**src/rtl/key_event_decoder_pkg.sv**
```systemverilog
// -----------------------------------------------------------------------------
// key_evt_pkg
// Shared definitions for the key gesture decoder:
//   - one-hot FSM state encodings (IDLE, PRESS1, WAIT2, PRESS2, LONG)
//   - default timing limits for a 50 MHz clock
//   - small helpers used by the decoder
// -----------------------------------------------------------------------------
package key_evt_pkg;

  // One-hot gesture states. Each bit position is owned by exactly one state.
  typedef enum logic [4:0] {
    ST_IDLE   = 5'b00001,
    ST_PRESS1 = 5'b00010,
    ST_WAIT2  = 5'b00100,
    ST_PRESS2 = 5'b01000,
    ST_LONG   = 5'b10000
  } state_e;

  // Default timing at 50 MHz.
  localparam int LONG_CNT_DEF   = 50_000_000;  // 1 s hold for a long press
  localparam int DCLICK_CNT_DEF = 12_500_000;  // 250 ms double-click window
  localparam int REPEAT_CNT_DEF = 10_000_000;  // 200 ms auto-repeat period
  localparam int CNT_W_DEF      = 26;          // 2^26 > 50_000_000

  // True for the states in which the key is considered held down.
  function automatic logic is_pressed_state(input state_e s);
    logic v;
    case (s)
      ST_PRESS1: v = 1'b1;
      ST_PRESS2: v = 1'b1;
      ST_LONG:   v = 1'b1;
      default:   v = 1'b0;
    endcase
    return v;
  endfunction

endpackage

```
**src/rtl/key_event_decoder_if.sv**
```systemverilog
// -----------------------------------------------------------------------------
// key_event_decoder_if
// Bundles the debouncer-side inputs and the gesture pulse outputs.
//   key_flag     : one-cycle debounced edge event   (master -> slave)
//   key_state    : debounced level, 0 = pressed     (master -> slave)
//   short_pulse  : single short press completed     (slave -> master)
//   double_pulse : double click completed           (slave -> master)
//   long_pulse   : long-press threshold reached     (slave -> master)
//   repeat_pulse : auto-repeat tick during long     (slave -> master)
//   key_held     : level, key considered pressed    (slave -> master)
// master = debouncer / consumer side, slave = key_event_decoder.
// -----------------------------------------------------------------------------
interface key_event_decoder_if;
  logic key_flag;
  logic key_state;
  logic short_pulse;
  logic double_pulse;
  logic long_pulse;
  logic repeat_pulse;
  logic key_held;

  modport master (
    output key_flag,
    output key_state,
    input  short_pulse,
    input  double_pulse,
    input  long_pulse,
    input  repeat_pulse,
    input  key_held
  );

  modport slave (
    input  key_flag,
    input  key_state,
    output short_pulse,
    output double_pulse,
    output long_pulse,
    output repeat_pulse,
    output key_held
  );
endinterface

```
**src/rtl/key_event_decoder_evt_timer.sv**
```systemverilog
// -----------------------------------------------------------------------------
// evt_timer
// Per-state cycle counter for the gesture FSM. The counter is cleared by the
// FSM whenever the state is about to change (or wraps in LONG), so it reads 0
// in the first cycle of every state. o_hit flags the last cycle of the
// current limit, i.e. cnt == limit - 1.
// Ports:
//   i_clk   : clock
//   i_rst   : synchronous active-high reset
//   i_clr   : force the counter to 0 at the next edge
//   i_limit : active limit for the current state
//   o_hit   : combinational timeout flag for this cycle
// -----------------------------------------------------------------------------
module evt_timer #(
  parameter int CNT_W = 26
) (
  input  logic             i_clk,
  input  logic             i_rst,
  input  logic             i_clr,
  input  logic [CNT_W-1:0] i_limit,
  output logic             o_hit
);

  logic [CNT_W-1:0] r_cnt;
  logic [CNT_W-1:0] w_last;

  // Last count value before the limit is reached.
  assign w_last = i_limit - {{(CNT_W-1){1'b0}}, 1'b1};
  assign o_hit  = (r_cnt == w_last);

  // Free-running count within a state; cleared on reset or on request.
  always_ff @(posedge i_clk) begin
    if (i_rst) begin
      r_cnt <= {CNT_W{1'b0}};
    end else if (i_clr) begin
      r_cnt <= {CNT_W{1'b0}};
    end else begin
      r_cnt <= r_cnt + {{(CNT_W-1){1'b0}}, 1'b1};
    end
  end

endmodule

```
**src/rtl/key_event_decoder.sv**
```systemverilog
// -----------------------------------------------------------------------------
// key_event_decoder
// Classifies debounced key gestures into short press, double click and long
// press, and emits auto-repeat ticks while a long press is held. All pulse
// outputs are registered, one cycle wide, and mutually exclusive.
// Ports:
//   i_clk : system clock (50 MHz nominal)
//   i_rst : synchronous active-high reset; discards any gesture in progress
//   bus   : key_event_decoder_if.slave
//           in : key_flag, key_state (0 = pressed)
//           out: short_pulse, double_pulse, long_pulse, repeat_pulse, key_held
// Parameters:
//   LONG_CNT   : cycles a press must be held to count as long
//   DCLICK_CNT : window after a release in which a second press is a double
//   REPEAT_CNT : repeat tick period while in long press
//   CNT_W      : timer width, 2^CNT_W must exceed every limit
// -----------------------------------------------------------------------------
module key_event_decoder
  import key_evt_pkg::*;
#(
  parameter int LONG_CNT   = LONG_CNT_DEF,
  parameter int DCLICK_CNT = DCLICK_CNT_DEF,
  parameter int REPEAT_CNT = REPEAT_CNT_DEF,
  parameter int CNT_W      = CNT_W_DEF
) (
  input  logic                  i_clk,
  input  logic                  i_rst,
  key_event_decoder_if.slave    bus
);

  localparam logic [CNT_W-1:0] LIM_LONG   = CNT_W'(LONG_CNT);
  localparam logic [CNT_W-1:0] LIM_DCLICK = CNT_W'(DCLICK_CNT);
  localparam logic [CNT_W-1:0] LIM_REPEAT = CNT_W'(REPEAT_CNT);

  state_e           r_state;
  state_e           w_next_state;

  logic             w_press_ev;
  logic             w_rel_ev;
  logic             w_hit;
  logic             w_clr;
  logic [CNT_W-1:0] w_limit;

  logic             w_short_nxt;
  logic             w_double_nxt;
  logic             w_long_nxt;
  logic             w_repeat_nxt;
  logic             w_held_nxt;

  logic             r_short;
  logic             r_double;
  logic             r_long;
  logic             r_repeat;
  logic             r_held;

  assign w_press_ev = bus.key_flag & ~bus.key_state;
  assign w_rel_ev   = bus.key_flag &  bus.key_state;

  // Clear the timer whenever the state changes so every state starts at 0.
  // The LONG wrap and IDLE (where the count is meaningless) also clear it,
  // which keeps cnt strictly below the largest limit.
  assign w_clr = (w_next_state != r_state) | w_repeat_nxt | (r_state == ST_IDLE);

  evt_timer #(
    .CNT_W (CNT_W)
  ) u_evt_timer (
    .i_clk   (i_clk),
    .i_rst   (i_rst),
    .i_clr   (w_clr),
    .i_limit (w_limit),
    .o_hit   (w_hit)
  );

  // Select the timeout that applies to the current state.
  always_comb begin
    w_limit = LIM_LONG;
    case (r_state)
      ST_PRESS1: w_limit = LIM_LONG;
      ST_PRESS2: w_limit = LIM_LONG;
      ST_WAIT2:  w_limit = LIM_DCLICK;
      ST_LONG:   w_limit = LIM_REPEAT;
      default:   w_limit = LIM_LONG;
    endcase
  end

  // State register.
  always_ff @(posedge i_clk) begin
    if (i_rst) begin
      r_state <= ST_IDLE;
    end else begin
      r_state <= w_next_state;
    end
  end

  // Next-state logic. Events take priority over a coinciding timeout.
  always_comb begin
    w_next_state = r_state;
    case (r_state)
      ST_IDLE: begin
        if (w_press_ev) begin
          w_next_state = ST_PRESS1;
        end else begin
          w_next_state = ST_IDLE;
        end
      end
      ST_PRESS1: begin
        if (w_rel_ev) begin
          w_next_state = ST_WAIT2;
        end else if (w_hit) begin
          w_next_state = ST_LONG;
        end else begin
          w_next_state = ST_PRESS1;
        end
      end
      ST_WAIT2: begin
        if (w_press_ev) begin
          w_next_state = ST_PRESS2;
        end else if (w_hit) begin
          w_next_state = ST_IDLE;
        end else begin
          w_next_state = ST_WAIT2;
        end
      end
      ST_PRESS2: begin
        if (w_rel_ev) begin
          w_next_state = ST_IDLE;
        end else if (w_hit) begin
          w_next_state = ST_LONG;
        end else begin
          w_next_state = ST_PRESS2;
        end
      end
      ST_LONG: begin
        if (w_rel_ev) begin
          w_next_state = ST_IDLE;
        end else begin
          w_next_state = ST_LONG;
        end
      end
      default: begin
        // Any corrupted encoding recovers to IDLE.
        w_next_state = ST_IDLE;
      end
    endcase
  end

  // Output decode: pulse requests for the next cycle. At most one is set
  // because each is tied to a distinct state/branch.
  always_comb begin
    w_short_nxt  = 1'b0;
    w_double_nxt = 1'b0;
    w_long_nxt   = 1'b0;
    w_repeat_nxt = 1'b0;
    case (r_state)
      ST_PRESS1: begin
        if (!w_rel_ev && w_hit) begin
          w_long_nxt = 1'b1;
        end else begin
          w_long_nxt = 1'b0;
        end
      end
      ST_WAIT2: begin
        if (!w_press_ev && w_hit) begin
          w_short_nxt = 1'b1;
        end else begin
          w_short_nxt = 1'b0;
        end
      end
      ST_PRESS2: begin
        // A long hold after the second press cancels the double click.
        if (w_rel_ev) begin
          w_double_nxt = 1'b1;
        end else if (w_hit) begin
          w_long_nxt = 1'b1;
        end else begin
          w_double_nxt = 1'b0;
        end
      end
      ST_LONG: begin
        if (!w_rel_ev && w_hit) begin
          w_repeat_nxt = 1'b1;
        end else begin
          w_repeat_nxt = 1'b0;
        end
      end
      default: begin
        w_short_nxt = 1'b0;
      end
    endcase
    w_held_nxt = is_pressed_state(w_next_state);
  end

  // Output registers: pulses and key_held appear one cycle after the cause.
  always_ff @(posedge i_clk) begin
    if (i_rst) begin
      r_short  <= 1'b0;
      r_double <= 1'b0;
      r_long   <= 1'b0;
      r_repeat <= 1'b0;
      r_held   <= 1'b0;
    end else begin
      r_short  <= w_short_nxt;
      r_double <= w_double_nxt;
      r_long   <= w_long_nxt;
      r_repeat <= w_repeat_nxt;
      r_held   <= w_held_nxt;
    end
  end

  assign bus.short_pulse  = r_short;
  assign bus.double_pulse = r_double;
  assign bus.long_pulse   = r_long;
  assign bus.repeat_pulse = r_repeat;
  assign bus.key_held     = r_held;

endmodule

```
**src/flat_wrapper.sv**
```systemverilog
// flat-port wrapper written by rule: the top's interface ports become plain ports
module key_event_decoder_flat import key_evt_pkg::*;
#(
  parameter int LONG_CNT   = LONG_CNT_DEF,
  parameter int DCLICK_CNT = DCLICK_CNT_DEF,
  parameter int REPEAT_CNT = REPEAT_CNT_DEF,
  parameter int CNT_W      = CNT_W_DEF
)
  (i_clk, i_rst, bus_key_flag, bus_key_state, bus_short_pulse, bus_double_pulse, bus_long_pulse, bus_repeat_pulse, bus_key_held);
  key_event_decoder_if bus_i ();
  input  logic i_clk;
  input  logic i_rst;
  input wire logic [$bits(bus_i.key_flag)-1:0] bus_key_flag;
  input wire logic [$bits(bus_i.key_state)-1:0] bus_key_state;
  output wire logic [$bits(bus_i.short_pulse)-1:0] bus_short_pulse;
  output wire logic [$bits(bus_i.double_pulse)-1:0] bus_double_pulse;
  output wire logic [$bits(bus_i.long_pulse)-1:0] bus_long_pulse;
  output wire logic [$bits(bus_i.repeat_pulse)-1:0] bus_repeat_pulse;
  output wire logic [$bits(bus_i.key_held)-1:0] bus_key_held;
  assign bus_i.key_flag = bus_key_flag;
  assign bus_i.key_state = bus_key_state;
  assign bus_short_pulse = bus_i.short_pulse;
  assign bus_double_pulse = bus_i.double_pulse;
  assign bus_long_pulse = bus_i.long_pulse;
  assign bus_repeat_pulse = bus_i.repeat_pulse;
  assign bus_key_held = bus_i.key_held;
  key_event_decoder #(.LONG_CNT(LONG_CNT), .DCLICK_CNT(DCLICK_CNT), .REPEAT_CNT(REPEAT_CNT), .CNT_W(CNT_W)) u_core (.i_clk(i_clk), .i_rst(i_rst), .bus(bus_i));
endmodule
```
**config.mk**
```make
export PLATFORM = sky130hd
export DESIGN_NAME = key_event_decoder_flat
export DESIGN_NICKNAME = d
export VERILOG_FILES = /design/src/rtl/key_event_decoder_pkg.sv /design/src/rtl/key_event_decoder_if.sv /design/src/rtl/key_event_decoder_evt_timer.sv /design/src/rtl/key_event_decoder.sv /design/src/flat_wrapper.sv
export SDC_FILE = /design/constraint.sdc
export NUM_CORES = 1
export LEC_CHECK = 0
export BUFFER_PORTS_ARGS = -buffer_cell sky130_fd_sc_hd__buf_4
export CAP_MARGIN = 15
export CORE_UTILIZATION = 65
export DETAILED_ROUTE_END_ITERATION = 8
export MAX_ROUTING_LAYER = met4
export PLACE_DENSITY = 0.87
export SLEW_MARGIN = 20
export SYNTH_ARGS = -nofsm -noshare
export SYNTH_HDL_FRONTEND = slang
export SYNTH_SLANG_ARGS = --single-unit
```
**constraint.sdc**
```tcl
create_clock -name i_clk -period 4.3 [get_ports i_clk]
set_clock_uncertainty 0.15 [all_clocks]
set_input_delay 0.86 -clock i_clk [delete_from_list [all_inputs] [get_ports i_clk]]
set_output_delay 0.86 -clock i_clk [all_outputs]
set_load 0.02 [all_outputs]
```
==> results_dict.tcl <==
set metrics [dict create \
    result_of_the_run "completed" \
    commonest_non_fill_non_tap_cells_in_the_layout "sky130_fd_sc_hd__dfxtp_1, sky130_fd_sc_hd__nand2_1, sky130_fd_sc_hd__nor3_1" \
    initial_core_utilization 0.6935 \
    critical-path-max-stage-delay_ps 870 \
    final_layout_size_suffix_gt1_frac 0.1526 \
    synth_edf_count 0 \
    critPathSlowestCell "sky130_fd_sc_hd__nor3_4" \
    netlist.top_cell.by_area "sky130_fd_sc_hd__dfxtp_1" \
    final_hold_viol_count 0 \
    cellLeakagePower_nw 0.7166 \
    power-per-cell-area_nw_per_um2 250.2 \
    final.setup.tns_ps 0 \
    timing.slew.headroom 0.3458 \
    clk-insertion-delay-late_ps 340 \
    critPathMaxFanout 18 \
    route.antenna.remaining_nets 0 \
    die-width_um 59.54 \
    critPathArrivalTime_ps 2880 \
    globalplace.congestion 0.9097 \
    layout.cells.most_common "sky130_fd_sc_hd__dfxtp_1" \
    filler_cell_count 257 \
    critical_path.cell_chain "ha_1 > and4_1 > nand4_1 > nor4_2 > nand3_2 > nor3_4 > nor4_1" \
    grt_start_max_net_pins 27 \
    portion_of_the_clock_cycle_consumed_by_the_worst_path_in_the_final_layout 0.6624 \
    worstSetupStartpointType "flip-flop" \
    post-cts-setup-buffers 0 \
    routed_wire_length_per_instance_um 14.80 \
    post-dp-hpwl_um 3010 \
    synth_sequential_area_ratio 0.3349 \
    layout_min_cycle_time_ps 2848 \
    clk_transition_reported_paths_ps 100 \
    detail_route.drc_violations 0 \
    setup.worst_path.end_class "flip-flop" \
    chipHeight_um 59.54 \
    antenna_found_initial 0 \
    cts_buffer_depth 2 \
    irDropWorstVdd_mv 0.1507 \
    coreArea_um2 3103 \
    worstMarginPinSlew_ps 978.2 \
    globalRouteTotalUtil 0.2819 \
    setup_repair_after_global_routing_missed_its_margin "no" \
    startpoint "u_core.u_evt_timer.r_cnt[0]" \
    design.die.area_um2 3545 \
    ys_ff_latch 36 \
    async_flop_share 0 \
    post_synth_num_cell_types 48 \
    sum_of_overflow_across_all_layers_after_global_routing 0 \
    drt_wl_total_um 4335 \
    syn-mean-instance-area_um2 8.784 \
    global_route.usage.met3 0.05240 \
    count_of_inserted_antenna_diode_cells 0 \
    row_count 20 \
    mappedNetlistArea_um2 2152 \
    global_route.usage.met1 0.4032 \
    max_cap_violations 0 \
    drt_first_pass_iters 4 \
    rr_startpoint "u_core.u_evt_timer.r_cnt[0]" \
    final-setup-viol-count 0 \
    cts_tree "built" \
    drt_iter0_drc 96 \
    netlist_instances 245 \
    clk_root_buffer_cell "sky130_fd_sc_hd__clkbuf_4" \
    synth.top_cell.area_share 0.3349 \
    io-pin-count 9 \
    via_count 1816 \
    syn_nets 250 \
    area_delta_synth_final_pct 3.837 \
    clock_buffers_created_by_tritoncts 5 \
    wire_length_of_the_first_global_routing_pass_um 7238 \
    timing.fmax_ghz 0.3511 \
    grt.busiest_layer "met2" \
    synth.top_cells.by_area "sky130_fd_sc_hd__dfxtp_1, sky130_fd_sc_hd__nor4_2, sky130_fd_sc_hd__xnor2_1" \
    timing.hold.worst.start "u_core.u_evt_timer.r_cnt[19]" \
    final_net_count 253 \
    hold_ws_ps 423.2 \
    number_of_global_route_vias_before_repair 1542 \
    cp.required_ps 4330 \
    rrSetupSlack_ps 1450 \
    synth_top_flop_cell "sky130_fd_sc_hd__dfxtp_1" \
    final-max-slew-violation-count 0 \
    yosysWarningCount 0 \
    place.port_buffers 8 \
    postCtsHoldBufs 0 \
    globalRouteMet2Util 0.4061 \
    timing.hold.worst.class "flip-flop to flip-flop" \
    vias_per_cell 6.198 \
    worstSetupPathType "flip-flop to flip-flop" \
    cts.htree.levels 2 \
    cts_resized 0 \
    cts.sinks 36 \
]
area by class of cell:
type / count / area (um^2) / share of cell area
Clock buffer: 8 / 58.81 / 0.02632
Inverter: 10 / 37.54 / 0.01680
Multi-Input combinational cell: 185 / 1287 / 0.5761
Sequential cell: 36 / 720.7 / 0.3225
Tap cell: 44 / 55.05 / 0.02464
Timing Repair Buffer: 10 / 75.07 / 0.03359
metrics by stage:
step	utilization	area, um^2	std cells	setup WS, ps	power, mW
floorplan	-	2152	245	1797	0.3766
global placement	0.7012	2176	285	1489	0.3811
detailed placement	0.7012	2176	285	1464	0.3812
CTS	0.7202	2235	293	1474	0.5624
global route	0.7202	2235	293	1153	0.5821
finish	0.7202	2235	293	1452	0.5591
worst paths after layout:
kind | to | cells after the start
min | u_core.u_evt_timer.r_cnt[19] | 3
min reg2reg | u_core.u_evt_timer.r_cnt[19] | 3
max | u_core.u_evt_timer.r_cnt[22] | 7
max reg2reg | u_core.u_evt_timer.r_cnt[22] | 7
sequential cells by signal, summed over array words and instances (netlist names):
register,cells
u_core.r_state,5
u_core.bus.long_pulse,1
u_core.bus.key_held,1
u_core.bus.short_pulse,1
u_core.u_evt_timer.r_cnt,26
u_core.bus.double_pulse,1
u_core.bus.repeat_pulse,1
cells in the mapped netlist, types with 2 or more instances:
cell type	instances
sky130_fd_sc_hd__a21oi_1	4
sky130_fd_sc_hd__a31oi_1	3
sky130_fd_sc_hd__and2_1	2
sky130_fd_sc_hd__and3_1	6
sky130_fd_sc_hd__and3b_1	2
sky130_fd_sc_hd__and4_1	3
sky130_fd_sc_hd__buf_2	4
sky130_fd_sc_hd__buf_6	6
sky130_fd_sc_hd__clkbuf_1	3
sky130_fd_sc_hd__dfxtp_1	36
sky130_fd_sc_hd__inv_1	10
sky130_fd_sc_hd__nand2_1	25
sky130_fd_sc_hd__nand2b_1	4
sky130_fd_sc_hd__nand3_1	10
sky130_fd_sc_hd__nand4_1	9
sky130_fd_sc_hd__nand4b_1	2
sky130_fd_sc_hd__nor2_1	13
sky130_fd_sc_hd__nor2b_1	2
sky130_fd_sc_hd__nor3_1	16
sky130_fd_sc_hd__nor3_4	2
sky130_fd_sc_hd__nor3b_1	3
sky130_fd_sc_hd__nor4_1	13
sky130_fd_sc_hd__nor4_2	13
sky130_fd_sc_hd__o21ai_0	3
sky130_fd_sc_hd__or3_1	2
sky130_fd_sc_hd__or4_1	3
sky130_fd_sc_hd__xnor2_1	15
sky130_fd_sc_hd__xor2_1	11
worst max-delay path, delay by kind of cell, from the launching register on:
| kind | cells | cell delay [ps] |
|---|---|---|
| adders and majority gates | 1 | 220 |
| and+or+nand+nor | 6 | 1900 |
| DFF | 1 | 410 |
power by group:
part	internal, mW	switching (mW)
logic	0.0131	0.0196
clock network	0.0807	0.104
registers	0.336	0.00552
logic make-up (layout without fill, tap and decap cells):
kind of cell / Yosys count / count (layout) / share of synthesized area
AND/OR/NAND/NOR: 138 / 138 / 0.4151
flip-flops: 36 / 36 / 0.3349
XOR/XNOR: 26 / 26 / 0.1058
buffers and inverters: 24 / 28 / 0.06686
AO/OA/AOI/OAI: 18 / 18 / 0.06047
multiplexers: 2 / 2 / 0.01105
adder cells (fa/ha/maj): 1 / 1 / 0.005813
metal layers:
metal	routed length, um	vias to the layer above
li1	-	903
met1	2101	853
met2	1906	55
met3	298	5
met4	29	0
met5	0	-
(Power assumes the default switching activity.)
